File: config.mk
export PLATFORM = sky130hd
export DESIGN_NAME = sim_watchdog_flat
export DESIGN_NICKNAME = d
export VERILOG_FILES = /design/src/rtl/sim_watchdog_if.sv /design/src/rtl/sim_watchdog.sv /design/src/flat_wrapper.sv
export SDC_FILE = /design/constraint.sdc
export NUM_CORES = 1
export LEC_CHECK = 0
export CAP_MARGIN = 0
export CELL_PAD_IN_SITES_DETAIL_PLACEMENT = 1
export CELL_PAD_IN_SITES_GLOBAL_PLACEMENT = 2
export CORE_MARGIN = 3
export CORE_UTILIZATION = 33
export CTS_CLUSTER_SIZE = 25
export DETAILED_ROUTE_END_ITERATION = 16
export PLACE_DENSITY = 0.87
export SLEW_MARGIN = 20
export SYNTH_ARGS = -nofsm -noshare
export SYNTH_HDL_FRONTEND = slang
export SYNTH_SLANG_ARGS = --single-unit
File: constraint.sdc
create_clock -name clk -period 5.6 [get_ports clk]
set_input_delay 0.84 -clock clk [delete_from_list [all_inputs] [get_ports clk]]
set_output_delay 0.84 -clock clk [all_outputs]
set_load 0.02 [all_outputs]
File: src/rtl/sim_watchdog_if.sv
// sim_watchdog_if: channel, error and status signals between the bench and the watchdog
interface sim_watchdog_if #(
  parameter int NCH   = 8,
  parameter int NERR  = 3,
  parameter int CNT_W = 32
);
  logic [NCH-1:0]   halt;
  logic [NCH-1:0]   commit;
  logic [NERR-1:0]  error;
  logic [NERR-1:0]  err_en;
  logic             finish;
  logic [2:0]       status;
  logic [7:0]       src_idx;
  logic [CNT_W-1:0] cycles;
  logic [CNT_W-1:0] commits;
  modport master (output halt, commit, error, err_en, input finish, status, src_idx, cycles, commits);
  modport slave (input halt, commit, error, err_en, output finish, status, src_idx, cycles, commits);
endinterface

File: src/rtl/sim_watchdog.sv
// sim_watchdog: end-of-simulation controller for halt, timeout, error-with-drain and deadlock
module sim_watchdog #(
  parameter int NCH          = 8,
  parameter int NERR         = 3,
  parameter int TIMEOUT      = 10000000,
  parameter int STALL_LIMIT  = 100000,
  parameter int DRAIN_CYCLES = 5,
  parameter int CNT_W        = 32
) (
  input logic clk,
  input logic rst,
  sim_watchdog_if.slave bus
);
  typedef enum logic [1:0] {RUN, DRAIN, DONE} state_t;
  state_t state, state_nx;
  logic [CNT_W-1:0] stall;
  logic [31:0] dcnt;
  logic [2:0] status_nx;
  logic [7:0] idx_nx;
  logic [CNT_W:0] sum;
  logic [NERR-1:0] err_hit;
  logic any_commit, tout_hit, dead_hit;
  function automatic logic [7:0] lowest(input logic [255:0] v);
    logic [7:0] r;
    r = '0;
    for (int i = 255; i >= 0; i--) if (v[i]) r = 8'(i);
    return r;
  endfunction
  // Exit priority: halt, timeout, enabled error, deadlock; DRAIN counts down to DONE
  always_comb begin
    sum = {1'b0, bus.commits};
    for (int i = 0; i < NCH; i++) sum = sum + {{CNT_W{1'b0}}, bus.commit[i]};
    any_commit = |bus.commit;
    err_hit = bus.error & bus.err_en;
    tout_hit = TIMEOUT != 0 && bus.cycles == CNT_W'(TIMEOUT - 1);
    dead_hit = STALL_LIMIT != 0 && !any_commit && stall == CNT_W'(STALL_LIMIT - 1);
    state_nx = state;
    status_nx = bus.status;
    idx_nx = bus.src_idx;
    if (state == RUN) begin
      if (|bus.halt) begin
        state_nx = DONE;
        status_nx = 3'd1;
        idx_nx = lowest(256'(bus.halt));
      end else if (tout_hit) begin
        state_nx = DONE;
        status_nx = 3'd2;
      end else if (|err_hit) begin
        state_nx = DRAIN_CYCLES > 1 ? DRAIN : DONE;
        status_nx = 3'd3;
        idx_nx = lowest(256'(err_hit));
      end else if (dead_hit) begin
        state_nx = DONE;
        status_nx = 3'd4;
      end
    end else if (state == DRAIN && dcnt == 32'd1) state_nx = DONE;
  end
  // State, counters and registered outputs; counters only advance in RUN
  always_ff @(posedge clk) begin
    if (rst) begin
      state <= RUN;
      stall <= '0;
      dcnt <= '0;
      bus.cycles <= '0;
      bus.commits <= '0;
      bus.status <= '0;
      bus.src_idx <= '0;
      bus.finish <= 1'b0;
    end else begin
      state <= state_nx;
      bus.status <= status_nx;
      bus.src_idx <= idx_nx;
      bus.finish <= state_nx == DONE;
      if (state == RUN) begin
        bus.cycles <= bus.cycles + 1'b1;
        bus.commits <= sum[CNT_W] ? '1 : sum[CNT_W-1:0];
        stall <= any_commit ? '0 : stall + 1'b1;
        dcnt <= 32'(DRAIN_CYCLES - 1);
      end else if (state == DRAIN) dcnt <= dcnt - 1'b1;
    end
  end
endmodule

File: src/flat_wrapper.sv
// flat-port wrapper written by rule: the top's interface ports become plain ports
module sim_watchdog_flat 
#(
  parameter int NCH          = 8,
  parameter int NERR         = 3,
  parameter int TIMEOUT      = 10000000,
  parameter int STALL_LIMIT  = 100000,
  parameter int DRAIN_CYCLES = 5,
  parameter int CNT_W        = 32
)
  (clk, rst, bus_halt, bus_commit, bus_error, bus_err_en, bus_finish, bus_status, bus_src_idx, bus_cycles, bus_commits);
  sim_watchdog_if #(.NCH(NCH), .NERR(NERR), .CNT_W(CNT_W)) bus_i ();
  input logic clk;
  input logic rst;
  input wire logic [$bits(bus_i.halt)-1:0] bus_halt;
  input wire logic [$bits(bus_i.commit)-1:0] bus_commit;
  input wire logic [$bits(bus_i.error)-1:0] bus_error;
  input wire logic [$bits(bus_i.err_en)-1:0] bus_err_en;
  output wire logic [$bits(bus_i.finish)-1:0] bus_finish;
  output wire logic [$bits(bus_i.status)-1:0] bus_status;
  output wire logic [$bits(bus_i.src_idx)-1:0] bus_src_idx;
  output wire logic [$bits(bus_i.cycles)-1:0] bus_cycles;
  output wire logic [$bits(bus_i.commits)-1:0] bus_commits;
  assign bus_i.halt = bus_halt;
  assign bus_i.commit = bus_commit;
  assign bus_i.error = bus_error;
  assign bus_i.err_en = bus_err_en;
  assign bus_finish = bus_i.finish;
  assign bus_status = bus_i.status;
  assign bus_src_idx = bus_i.src_idx;
  assign bus_cycles = bus_i.cycles;
  assign bus_commits = bus_i.commits;
  sim_watchdog #(.NCH(NCH), .NERR(NERR), .TIMEOUT(TIMEOUT), .STALL_LIMIT(STALL_LIMIT), .DRAIN_CYCLES(DRAIN_CYCLES), .CNT_W(CNT_W)) u_core (.clk(clk), .rst(rst), .bus(bus_i));
endmodule
; ---- Word-level counts from Yosys, hierarchy flattened
; Index checks and enable logic that the tools add are counted.
[word_totals]
register_bits = 142
input_bits = 24
out_inout_bits = 76
word_cells = 68
[classes]
n_addsub = 11
n_eq_ne = 6
muxes = 28
bitwise = 1
reduce_logical = 13
[ops]
columns = op, n
row1 = adder 33 x 1 -> 33 bit, 7
row2 = adder 32 x 1 -> 32 bit (second input constant), 2
row3 = 2-to-1 mux 32 bit, 2
row4 = 2-to-1 mux 3 bit, 14
row5 = adder 32 x 1 -> 33 bit, 1
row6 = equality test 32 x 1 -> 1 bit (second input constant), 1
row7 = equality test 32 x 17 -> 1 bit (second input constant), 1
row8 = equality test 32 x 24 -> 1 bit (second input constant), 1
row9 = subtractor 32 x 1 -> 32 bit (second input constant), 1
row10 = 2-to-1 mux 8 bit, 3
row11 = 2-to-1 mux 2 bit, 9
row12 = OR reduction 8 bit, 2
row13 = nonzero test 2 bit, 2
row14 = nonzero test 4 bit, 1
row15 = bitwise AND 3 bit, 1
row16 = AND reduction 3 bit, 1
row17 = OR reduction 3 bit, 1
row18 = equality test 2 x 1 -> 1 bit (second input constant), 1
row19 = equality test 2 bit (second input constant), 1
row20 = logical AND 1 bit, 2
row21 = zero test 2 bit, 1
row22 = != test 2 bit (second input constant), 1
row23 = AND reduction 2 bit, 1
row24 = OR reduction 2 bit, 1
row25 = zero test 1 bit, 1

; ---- Longest topological paths before layout
[logic_depth]
word_depth = 9
depth_mapped = 13
ltp_nobuf = 12

; ---- Least setup slack after synthesis
; OpenSTA, ideal clock, no wires.
[synth_timing]
kind = input to register
from = input port bus_commit[0]
to = register u_core.bus.commits[17]
setup_ps = 74
arrival_time_ps = 4053
required_time_ps = 5526
slack_ps = 1473
stages = 10
path_buffers = 0
cell_sequence = fa_1 -> inv_1 -> fa_1 -> fa_1 -> fa_1 -> nand2b_1 -> a21oi_1 -> o21ai_1 -> or4b_2 -> a31oi_1
[synth_between]
elab_chain_len = 9
[synth_rtl]
columns = element, line_no
row1 = from (decl), flat_wrapper.sv:16  ; input wire logic [$bits(bus_i.commit)-1:0] bus_commit;
row2 = adder 32 x 1 -> 33 bit, sim_watchdog.sv:32  ; for (int i = 0; i < NCH; i++) sum = sum + {{CNT_W{1'b0}}, bus.commit[i]};
row3 = adder 33 x 1 -> 33 bit (7 in a row), sim_watchdog.sv:32
row4 = 2-to-1 mux 32 bit, sim_watchdog.sv:76  ; bus.commits <= sum[CNT_W] ? '1 : sum[CNT_W-1:0];
row5 = to (signal assigned), sim_watchdog.sv:76
row6 = to (decl), sim_watchdog_if.sv:17  ; modport slave (input halt, commit, error, err_en, output finish, status, src_idx, cycles, commits);
; No other way between the ends.
; A chain may end at the register's enable or synchronous reset.

; ---- Worst setup path after layout
[layout_timing]
from = input port bus_commit[0]
to = register u_core.bus.commits[27]
; Same word-level chain as after synthesis.

==> flow_summary_export.csv <==
group,metric,value,unit
worst_setup_path,path_depth,12,
synth,yosysUniqueCellTypes,62,
hold_path,hp-start,"u_core.bus.src_idx[1]",
floorplan,die_area,22800,um2
power,switchingPower,0.566,mW
grt,grt_pass1_vias,6386,
cts,ctsRootBufferMaster,"clkbuf_16",
sta,max_freq,224,MHz
place,placed_cell_area,8090,um2
power,internal_power,1.83,mW
worst_setup_path,worst_ep_required_time,5.94,ns
floorplan,placementRows,52,
worst_setup_path,crit_path_start_kind,"input pin",
routing,wl_per_cell,16.1,um
cells_and_area,layout_commonest_cell,"dfxtp_1",
worst_setup_path,slowest_stage,"fa_1",
power,p_leak,2.88,nW
floorplan,io_pins,100,
floorplan,die_x,151,um
cells_and_area,design_area,8710,um2
place,io_buffers,94,
place,gp_congestion,0.814,
worst_setup_path,critPathArrivalTime,4.79,ns
hold_path,holdPathStages,2,
sta,setup_ws,1.14,ns
worst_setup_path,path_buf_inv,3,
sta,setup_viol,0,
cts,cts_sinks,137,
hold_path,worstHoldEndpoint,"u_core.bus.src_idx[1]",
synth,ys_warn_count,0,
cts,cts_buffers,17,
worst_setup_path,crit_type,"input pin to register",
worst_setup_path,endpoint_kind,"register",
cells_and_area,fin_nets,948,
routing,wirelength,19200,um
synth,ys.flop_type,"dfxtp_1",
synth,synth_edf_count,0,
routing,drtAntennaViolNets,0,
sta,min_period,4.46,ns
synth,synth-seq-cells,137,
power,swShare,0.236,
cts,post_cts_buffers,0,
power,seqPwrFrac,0.418,
synth,synth_mux_area_frac,0.00162,
synth,yosys.area_share.simple,0.311,
place,place_ws,0.752,ns
routing,drtIter0Drc,190,
sta,slew_headroom,0.369,
worst_setup_path,crit_chain,"clkdlybuf4s50_1 -> fa_1 -> inv_1 -> fa_1 -> fa_1 -> fa_1 -> nand2b_1 -> a21oi_1 -> o21ai_1 -> buf_4 -> or4_1 -> a31oi_1",
synth,synth_top_family_by_area,"simple AND/OR/NAND/NOR gates",
cells_and_area,final_util,0.425,
worst_setup_path,r2r_start,"u_core.bus.commits[0]",
power,ir_drop,177,uV
worst_setup_path,ff2ff_setup_slack,2.18,ns
power,p_clk_frac,0.493,
cts,cts_tree,"built",
routing,viasPerCell,5.20,
sta,finalCritPeriodShare,0.796,
hold_path,hp-class,"register to register",
routing,drt_pass1_iterations,4,
synth,synth-compound-area-share,0.102,
grt,grt_pass1_wl,32600,um
power,p_comb_frac,0.089,
worst_setup_path,r2r_cells,10,
cts,clk_path_buf_depth,2,
sta,finalHoldViolations,0,
worst_setup_path,r2r-end,"u_core.bus.commits[27]",
power,p_per_area,275,nW/um2
cells_and_area,area_delta_synth_final,25.3,%
floorplan,design.core.area,20500,um2
cells_and_area,diodes,0,
synth,syn_avg_cell_area,8.40,um2
grt,grt_usage,0.176,
cts,hold_buffers,0,
floorplan,fp.dieH,151,um
synth,synthAdderAreaFrac,0.0342,
cts,insertion_delay,0.42,ns
worst_setup_path,cp_common_cell,"fa_1",
flow_run,maxCapViolations,0,
worst_setup_path,slowest_delay,0.56,ns
routing,drc,0,
worst_setup_path,crit_fanout,18,
synth,syn_inst,828,
outcome,outcome,"completed",
synth,synth-seq-area-share,0.395,
synth,netlist_area,6950,um2
cts,clk_pin_slew,0.06,ns
synth,synth_top_area_cell,"dfxtp_1",
cells_and_area,nFillCells,2387,
sta,worst_pin_slew,0.946,ns
synth,synth_top_area_share,0.395,
cts,htree_levels,4,
sta,finalMaxSlewViolations,0,
synth,synthXorXnorAreaFrac,0.113,
sta,tns,0,ns
sta,rsz0062_at_grt,"false",
cells_and_area,layout_common_cells,"dfxtp_1, nor2_1, clkdlybuf4s50_1",
worst_setup_path,crit_family,"adder cells",
power,power.total,2.40,mW
floorplan,start_util,0.339,
synth,synthTopCellsByArea,"dfxtp_1, nor2_1, xor2_1",
place,dp_hpwl,13600,um
grt,overflow,0,
cts,post_cts_resized,0,
routing,vias,6183,
cells_and_area,drive_gt1_frac,0.0663,
grt,antenna_found_initial,0,
grt,grt_max_degree,48,
synth,async_flop_share,0,
sta,finalClockSkew,0.00874,ns
per-layer routing:
metal	vias to the layer above	share of wire	GRT usage
met1	2962	0.49	0.240
met2	101	0.46	0.279
met5	-	0	0
li1	3109	-	-
met4	0	0.0099	0.0481
met3	11	0.039	0.0413
area by class of cell:
cell class | instances | area, um2 | area share
multi-input cells | 624 | 3930 | 0.451
clock buffers | 19 | 443 | 0.0508
well taps | 270 | 338 | 0.0388
repair buffers | 99 | 973 | 0.112
flip-flops and latches | 137 | 2740 | 0.315
inverters | 29 | 109 | 0.0125
clock inverters | 12 | 175 | 0.0201
registers in the layout, indices dropped and copies added, names as in the netlist:
signal	cells
u_core.bus.status	3
u_core.stall	32
u_core.dcnt	32
u_core.bus.src_idx	3
u_core.bus.commits	32
u_core.bus.finish	1
u_core.bus.cycles	32
u_core.state	2
worst max-delay path by stage:
stage | slack, ns | end | startpoint
5_1_grt | 1.02 | u_core.bus.commits[27] | bus_commit[0]
6_report | 1.14 | u_core.bus.commits[27] | bus_commit[0]
4_1_cts | 1.16 | u_core.bus.commits[27] | bus_commit[0]
2_1_floorplan | 1.47 | u_core.bus.commits[17] | bus_commit[0]
3_3_place_gp | 0.87 | u_core.bus.commits[31] | bus_commit[0]
3_5_place_dp | 0.75 | u_core.bus.commits[17] | bus_commit[0]
synth_stat cells, drive strengths merged (4+ instances only):
cell	count
or3	21
nor3	34
inv	29
nor2	112
nand4	41
a31oi	13
dfxtp	137
clkbuf	25
and2	7
buf	17
nor4	38
nor2b	4
o21ai	26
o31ai	9
xnor2	42
a211oi	7
nand2b	6
nand2	47
fa	5
ha	11
xor2	48
or4	12
and3	11
and4	13
a21oi	44
nand3	35
tightest hold or removal path: stages (launching register included):
cell	delay, ns
dfxtp_1	0.31
inv_1	0.06
a221oi_1	0.06
cell families (layout without fill, tap and decap cells):
family | count (synthesis) | count (layout)
AND/OR/NAND/NOR | 395 | 395
flip-flops | 137 | 137
AO/OA/AOI/OAI | 117 | 117
XOR/XNOR | 90 | 90
buffers and inverters | 71 | 159
adder cells (fa/ha/maj) | 16 | 16
other | 1 | 5
multiplexers | 1 | 1
per-stage QoR:
stage / std cells / hold WS, ns
2_1_floorplan: 832 / 0.458
3_3_place_gp: 1159 / 0.462
3_5_place_dp: 1159 / 0.481
4_1_cts: 1190 / 0.490
5_1_grt: 1190 / 0.514
6_report: 1190 / 0.486
power groups by stage:
stage / combinational, mW / clock (mW) / sequential (mW)
floorplan: 0.127 / 0 / 1.03
finish: 0.214 / 1.18 / 1.00
CTS: 0.219 / 1.21 / 1.00
global route: 0.240 / 1.26 / 1.00
global placement: 0.208 / 0 / 1.02
detailed placement: 0.217 / 0 / 1.02
No activity file was read; power rests on OpenSTA's default activity.
